File: src/rtl/mul_share_pkg.sv
// Shared types and helpers for the multiplier-sharing arbiter.
package mul_share_pkg;

  localparam int unsigned DW_DEFAULT = 16;
  // Wide enough for an index into up to 8 requesters.
  localparam int unsigned MAX_ID_W   = 3;

  typedef struct packed {
    logic                valid;
    logic [MAX_ID_W-1:0] id;
  } pipe_tag_t;

  function automatic int id_width(int n);
    return (n > 2) ? $clog2(n) : 1;
  endfunction

endpackage

File: src/rtl/mul_share_arb_if.sv
// Requester and response bundle between processing units and the shared multiplier.
interface mul_share_arb_if
  import mul_share_pkg::*;
#(
  parameter int N_REQ = 4,
  parameter int DW    = 16
) ();

  localparam int ID_W = id_width(N_REQ);

  logic [N_REQ-1:0]    req_valid;
  logic [N_REQ*DW-1:0] req_a;
  logic [N_REQ*DW-1:0] req_b;
  logic [N_REQ-1:0]    req_ready;
  logic                rsp_valid;
  logic [ID_W-1:0]     rsp_id;
  logic [2*DW-1:0]     rsp_data;
  logic                rsp_ready;
  logic                busy;

  modport slave (
    input  req_valid, req_a, req_b, rsp_ready,
    output req_ready, rsp_valid, rsp_id, rsp_data, busy
  );

  modport master (
    output req_valid, req_a, req_b, rsp_ready,
    input  req_ready, rsp_valid, rsp_id, rsp_data, busy
  );

endinterface

File: src/rtl/mul_pipe.sv
// LAT-stage signed multiplier; operands and id tag shift together, product registered last.
module mul_pipe
  import mul_share_pkg::*;
#(
  parameter int DW  = DW_DEFAULT,
  parameter int LAT = 2
) (
  input  logic                   clk,
  input  logic                   rst,
  input  logic                   en_i,
  input  pipe_tag_t              tag_i,
  input  logic signed [DW-1:0]   a_i,
  input  logic signed [DW-1:0]   b_i,
  output pipe_tag_t              tag_o,
  output logic signed [2*DW-1:0] prod_o,
  output logic                   busy_o
);

  pipe_tag_t              tag_q [LAT];
  pipe_tag_t              fin_tag;
  logic signed [DW-1:0]   mul_a, mul_b;
  logic signed [2*DW-1:0] ext_a, ext_b, prod_q;

  if (LAT == 1) begin : g_direct
    assign mul_a   = a_i;
    assign mul_b   = b_i;
    assign fin_tag = tag_i;
  end else begin : g_opd
    logic signed [DW-1:0] a_q [LAT-1];
    logic signed [DW-1:0] b_q [LAT-1];

    always_ff @(posedge clk) begin
      if (en_i) begin
        a_q[0] <= a_i;
        b_q[0] <= b_i;
        for (int j = 1; j < LAT - 1; j++) begin
          a_q[j] <= a_q[j-1];
          b_q[j] <= b_q[j-1];
        end
      end
    end

    assign mul_a   = a_q[LAT-2];
    assign mul_b   = b_q[LAT-2];
    assign fin_tag = tag_q[LAT-2];
  end

  always_ff @(posedge clk) begin
    if (rst) begin
      for (int j = 0; j < LAT; j++) tag_q[j] <= '0;
    end else if (en_i) begin
      tag_q[0] <= tag_i;
      for (int j = 1; j < LAT; j++) tag_q[j] <= tag_q[j-1];
    end
  end

  // Sign-extend to the full product width so the low 2*DW bits are exact.
  assign ext_a = {{DW{mul_a[DW-1]}}, mul_a};
  assign ext_b = {{DW{mul_b[DW-1]}}, mul_b};

  always_ff @(posedge clk) begin
    if (rst) begin
      prod_q <= '0;
    end else if (en_i && fin_tag.valid) begin
      prod_q <= ext_a * ext_b;
    end
  end

  always_comb begin
    busy_o = 1'b0;
    for (int j = 0; j < LAT; j++) busy_o = busy_o | tag_q[j].valid;
  end

  assign tag_o  = tag_q[LAT-1];
  assign prod_o = prod_q;

endmodule

File: src/rtl/mul_share_arb.sv
// Round-robin arbiter that feeds one pipelined signed multiplier from N_REQ requesters.
module mul_share_arb
  import mul_share_pkg::*;
#(
  parameter int N_REQ = 4,
  parameter int DW    = DW_DEFAULT,
  parameter int LAT   = 2
) (
  input  logic            clk,
  input  logic            rst,
  mul_share_arb_if.slave  bus
);

  localparam int ID_W = id_width(N_REQ);

  logic [ID_W-1:0]        rr_q, rr_d, gnt_idx, cidx;
  logic [ID_W:0]          csum;
  logic                   gnt_found, stall, xfer;
  logic [N_REQ-1:0]       ready;
  pipe_tag_t              in_tag, out_tag;
  logic signed [DW-1:0]   in_a, in_b;
  logic signed [2*DW-1:0] prod;
  logic                   pipe_busy;
  logic                   unused_tag_id;

  assign stall = out_tag.valid & ~bus.rsp_ready;

  // First valid requester at or after rr_q, wrapping at N_REQ.
  always_comb begin
    gnt_found = 1'b0;
    gnt_idx   = '0;
    csum      = '0;
    cidx      = '0;
    for (int k = 0; k < N_REQ; k++) begin
      csum = {1'b0, rr_q} + (ID_W+1)'(k);
      cidx = (csum >= (ID_W+1)'(N_REQ)) ? ID_W'(csum - (ID_W+1)'(N_REQ)) : ID_W'(csum);
      if (!gnt_found && bus.req_valid[cidx]) begin
        gnt_found = 1'b1;
        gnt_idx   = cidx;
      end
    end
  end

  always_comb begin
    ready = '0;
    if (!rst && !stall && gnt_found) ready[gnt_idx] = 1'b1;
  end

  assign xfer          = |ready;
  assign bus.req_ready = ready;

  assign rr_d = !xfer                        ? rr_q :
                (gnt_idx == ID_W'(N_REQ-1))  ? '0   : gnt_idx + ID_W'(1);

  always_ff @(posedge clk) begin
    if (rst) rr_q <= '0;
    else     rr_q <= rr_d;
  end

  always_comb begin
    in_tag       = '0;
    in_tag.valid = xfer;
    if (xfer) in_tag.id = MAX_ID_W'(gnt_idx);
  end

  assign in_a = bus.req_a[int'(gnt_idx)*DW +: DW];
  assign in_b = bus.req_b[int'(gnt_idx)*DW +: DW];

  mul_pipe #(
    .DW  (DW),
    .LAT (LAT)
  ) u_mul_pipe (
    .clk    (clk),
    .rst    (rst),
    .en_i   (~stall),
    .tag_i  (in_tag),
    .a_i    (in_a),
    .b_i    (in_b),
    .tag_o  (out_tag),
    .prod_o (prod),
    .busy_o (pipe_busy)
  );

  assign bus.rsp_valid = out_tag.valid;
  assign bus.rsp_id    = out_tag.id[ID_W-1:0];
  assign bus.rsp_data  = prod;
  assign bus.busy      = pipe_busy;

  // Tag ids are zero-padded above ID_W.
  assign unused_tag_id = ^out_tag.id;

endmodule
File: src/flat_wrapper.sv
// flat-port wrapper written by rule: the top's interface ports become plain ports
module mul_share_arb_flat import mul_share_pkg::*;
#(
  parameter int N_REQ = 4,
  parameter int DW    = DW_DEFAULT,
  parameter int LAT   = 2
)
  (clk, rst, bus_req_valid, bus_req_a, bus_req_b, bus_rsp_ready, bus_req_ready, bus_rsp_valid, bus_rsp_id, bus_rsp_data, bus_busy);
  mul_share_arb_if #(.N_REQ(N_REQ), .DW(DW)) bus_i ();
  input  logic clk;
  input  logic rst;
  input wire logic [$bits(bus_i.req_valid)-1:0] bus_req_valid;
  input wire logic [$bits(bus_i.req_a)-1:0] bus_req_a;
  input wire logic [$bits(bus_i.req_b)-1:0] bus_req_b;
  input wire logic [$bits(bus_i.rsp_ready)-1:0] bus_rsp_ready;
  output wire logic [$bits(bus_i.req_ready)-1:0] bus_req_ready;
  output wire logic [$bits(bus_i.rsp_valid)-1:0] bus_rsp_valid;
  output wire logic [$bits(bus_i.rsp_id)-1:0] bus_rsp_id;
  output wire logic [$bits(bus_i.rsp_data)-1:0] bus_rsp_data;
  output wire logic [$bits(bus_i.busy)-1:0] bus_busy;
  assign bus_i.req_valid = bus_req_valid;
  assign bus_i.req_a = bus_req_a;
  assign bus_i.req_b = bus_req_b;
  assign bus_i.rsp_ready = bus_rsp_ready;
  assign bus_req_ready = bus_i.req_ready;
  assign bus_rsp_valid = bus_i.rsp_valid;
  assign bus_rsp_id = bus_i.rsp_id;
  assign bus_rsp_data = bus_i.rsp_data;
  assign bus_busy = bus_i.busy;
  mul_share_arb #(.N_REQ(N_REQ), .DW(DW), .LAT(LAT)) u_core (.clk(clk), .rst(rst), .bus(bus_i));
endmodule
File: config.mk
export PLATFORM = sky130hd
export DESIGN_NAME = mul_share_arb_flat
export DESIGN_NICKNAME = d
export VERILOG_FILES = /design/src/rtl/mul_share_pkg.sv /design/src/rtl/mul_share_arb_if.sv /design/src/rtl/mul_pipe.sv /design/src/rtl/mul_share_arb.sv /design/src/flat_wrapper.sv
export SDC_FILE = /design/constraint.sdc
export NUM_CORES = 1
export LEC_CHECK = 0
export CORE_MARGIN = 10
export CORE_UTILIZATION = 35
export DETAILED_ROUTE_END_ITERATION = 7
export PLACE_DENSITY_LB_ADDON = 0.15
export SKIP_LAST_GASP = 1
export SYNTH_ARGS = -nofsm -noshare
export SYNTH_HDL_FRONTEND = slang
export SYNTH_SLANG_ARGS = --single-unit
File: constraint.sdc
create_clock -name clk -period 16.2 [get_ports clk]
set_clock_uncertainty 0.05 [all_clocks]
set_input_delay 3.24 -clock clk [delete_from_list [all_inputs] [get_ports clk]]
set_output_delay 3.24 -clock clk [all_outputs]
set_load 0.03 [all_outputs]
==> flow_summary_export.csv <==
group,metric,value,unit
logic_synthesis,synthFlopType,"edfxtp_1",
sta,report.final.slew_viol_count,0,
critical_path,worst-endpoint-arrival,6110,ps
die,chipHeight,216.8,um
logic_synthesis,synth-seq-area-share,0.1345,
placed_design,routabilityCongestion,0.8536,
route,avgViaCountPerCell,4.809,
critical_path,critPathKind,"input pin to primary output",
logic_synthesis,synth-edff-count,38,
sta,count_of_endpoints_failing_hold_in_the_final_timing_report,0,
logic_synthesis,yosysUniqueCellTypes,69,
global_routing,grt_max_degree,68,
route,wirelength,37850,um
finish,most-common-layout-cells,"inv_1 (304), nand2_1 (293), fa_1 (262)",
route,ant_nets,0,
finish,syn_to_final_growth,18.41,%
route,wl_per_cell,17.37,um
logic_synthesis,synthArstFlopShare,0,
sta,finalSetupViolations,0,
sta,final.setup.tns,0,ps
logic_synthesis,synthesized_instance_count,1526,
job,max_cap_violations,0,
critical_path,critPathMaxFanout,35,
clocking,cts_tree,"yes",
logic_synthesis,post-synth-top-area-fraction,0.3871,
die,design.core.area,38470,sq um
route,dr.first_iter.drc_count,410,
global_routing,globalRoute.busiestLayer,"met2",
clocking,worst_setup_hold_path_clk_slew,60,ps
finish,num-nets-final,2139,
clocking,cts_setup_buffers,0,
logic_synthesis,area_of_the_mapped_netlist,13550,sq um
route,detail_route.drc_violations,0,
clocking,clk_root_buffer_cell,"clkbuf_16",
finish,instances_no_fill,2179,
finish,mostFrequentLayoutCell,"inv_1",
placed_design,detailed_place_hpwl,32160,um
placed_design,numPortBuffers,174,
die,boundaryPins,175,
clocking,post_cts_sizing_count,0,
sta,final_period_util,0.5799,
global_routing,first_global_vias,11690,
global_routing,grtUsageMet1,0.1930,
sta,min_period,9395,ps
global_routing,grt_antenna_before_repair,0,
logic_synthesis,yosysWarningCount,0,
sta,worstMarginPinSlew,859.3,ps
placed_design,place_inst,2163,
clocking,clock-sinks,72,
global_routing,first_pass_grt_wire_length,62270,um
finish,diodes,0,
sta,relSlewSlack,0.4271,
sta,worst_hold_slack,403.7,ps
global_routing,gr-usage-all-layers,0.1648,
placed_design,place_worst_setup_slack,6795,ps
global_routing,groute.layer.met2.usage,0.2937,
clocking,postCtsHoldBufs,0,
die,die_outline_area,46980,sq um
critical_path,crit_required,12910,ps
logic_synthesis,synth-seq-cells,72,
sta,achievable_frequency,106.4,MHz
logic_synthesis,syn_nets,2009,
clocking,cts-root-to-sink-buffers,2,
critical_path,nature_of_the_critical_path_startpoint,"input pin",
sta,final.setup.worst_slack,6805,ps
global_routing,leftover_overflow_at_the_end_of_global_routing,0,
route,vias,10480,
logic_synthesis,ys_top_cells_by_area,"fa_1 (39%), inv_1 (8.4%), edfxtp_1 (8.4%), nand2_1 (8.1%), ha_1 (7.9%)",
clocking,cts-buffers-inserted,9,
die,row_count,72,
global_routing,grt_util_met3,0.04605,
logic_synthesis,synth.avg_cell_area,8.879,sq um
finish,num-fill-cells,3956,
die,initial_utilization,0.3522,
die,die-width,216.8,um
worst_hold_path,hold_path_class,"register to register",
clocking,clock_latency,350,ps
run_status,outcome,"complete, no violations",
critical_path,endpoint_kind,"primary output",
clocking,cts-htree-levels,3,
route,first_pass_iters,4,
finish,drive_gt1_frac,0.03070,
sta,setup_repair_after_global_routing_missed_its_margin,"no",
logic_synthesis,post-synth-top-area-cell,"fa_1",
==> cells by family after synthesis <==
| kind of cell | Yosys count | share of synthesized area |
|---|---|---|
| buffers and inverters | 369 | 0.1043 |
| and+or+nand+nor | 559 | 0.1992 |
| muxes | 2 | 0.001478 |
| adders and majority gates | 348 | 0.4665 |
| DFF | 72 | 0.1345 |
| xor gates and xnor gates | 25 | 0.01616 |
| AOI/OAI and AO/OA | 151 | 0.07785 |
==> per-stage QoR <==
step / instance area (sq um) / util
final: 16040 / 0.4171
after global routing: 16040 / 0.4171
after CTS: 16040 / 0.4171
after detailed placement: 15740 / 0.4091
after global placement: 15740 / 0.4091
after floorplan: 13550 / -
==> layer usage <==
metal / part of all wire / wire (um)
met5: 0 / 0
met4: 0.016 / 600
met3: 0.071 / 2683
met2: 0.51 / 19230
met1: 0.41 / 15340
==> cell type report <==
type	instances	area, sq um	share of cell area
clock buffer	11	264.0	0.01645
clock inverter	5	45.04	0.002807
inverter	306	1149	0.07159
multi-input combinational	1085	10310	0.6429
sequential	72	1822	0.1135
tap	518	648.1	0.04040
timing repair buffer	182	1802	0.1123
==> path summary, 6_finish.rpt <==
kind | start | endpoint | slack [ps] | cells past startpoint
hold reg to reg | u_core.u_mul_pipe.prod_o[18] | u_core.u_mul_pipe.prod_o[18] | 400 | 2
hold / removal | u_core.u_mul_pipe.prod_o[18] | u_core.u_mul_pipe.prod_o[18] | 400 | 2
setup reg to reg | u_core.u_mul_pipe.g_opd.b_q[0][1] | u_core.u_mul_pipe.prod_o[28] | 9510 | 18
setup / recovery | bus_req_valid[0] | bus_req_ready[2] | 6800 | 10
==> cell usage after synthesis, drive strengths merged, types with 5 or more instances <==
master	n
a211oi	6
edfxtp	38
buf	12
o21ai	16
a31oi	37
inv	305
xnor2	18
dfxtp	34
or3	5
nand2	293
xor2	7
nand3b	11
nor2	38
and2	129
and3	37
ha	86
nand3	14
o211ai	6
fa	262
a21oi	42
clkbuf	51
a21o	14
nor3	8
nand2b	9
==> worst max-delay path, stage by stage <==
cell and delay, ps:
clkdlybuf4s50_1 470, mux2i_1 150, nor2_1 60, nor3_2 430
buf_4 360, clkinv_1 90, buf_4 260, ha_1 240
and2_1 170, clkdlybuf4s50_1 610
==> state kept, by name, summed over array words and instances, names as in the netlist <==
register,flops
u_core.u_mul_pipe.prod_o,32
u_core.u_mul_pipe.g_opd.a_q,16
u_core.u_mul_pipe.tag_q,6
u_core.rr_q,2
u_core.u_mul_pipe.g_opd.b_q,16
Power is left out: the tool's default activity adds up to more than one toggle a clock period on the data nets, which glitch-free logic cannot reach.
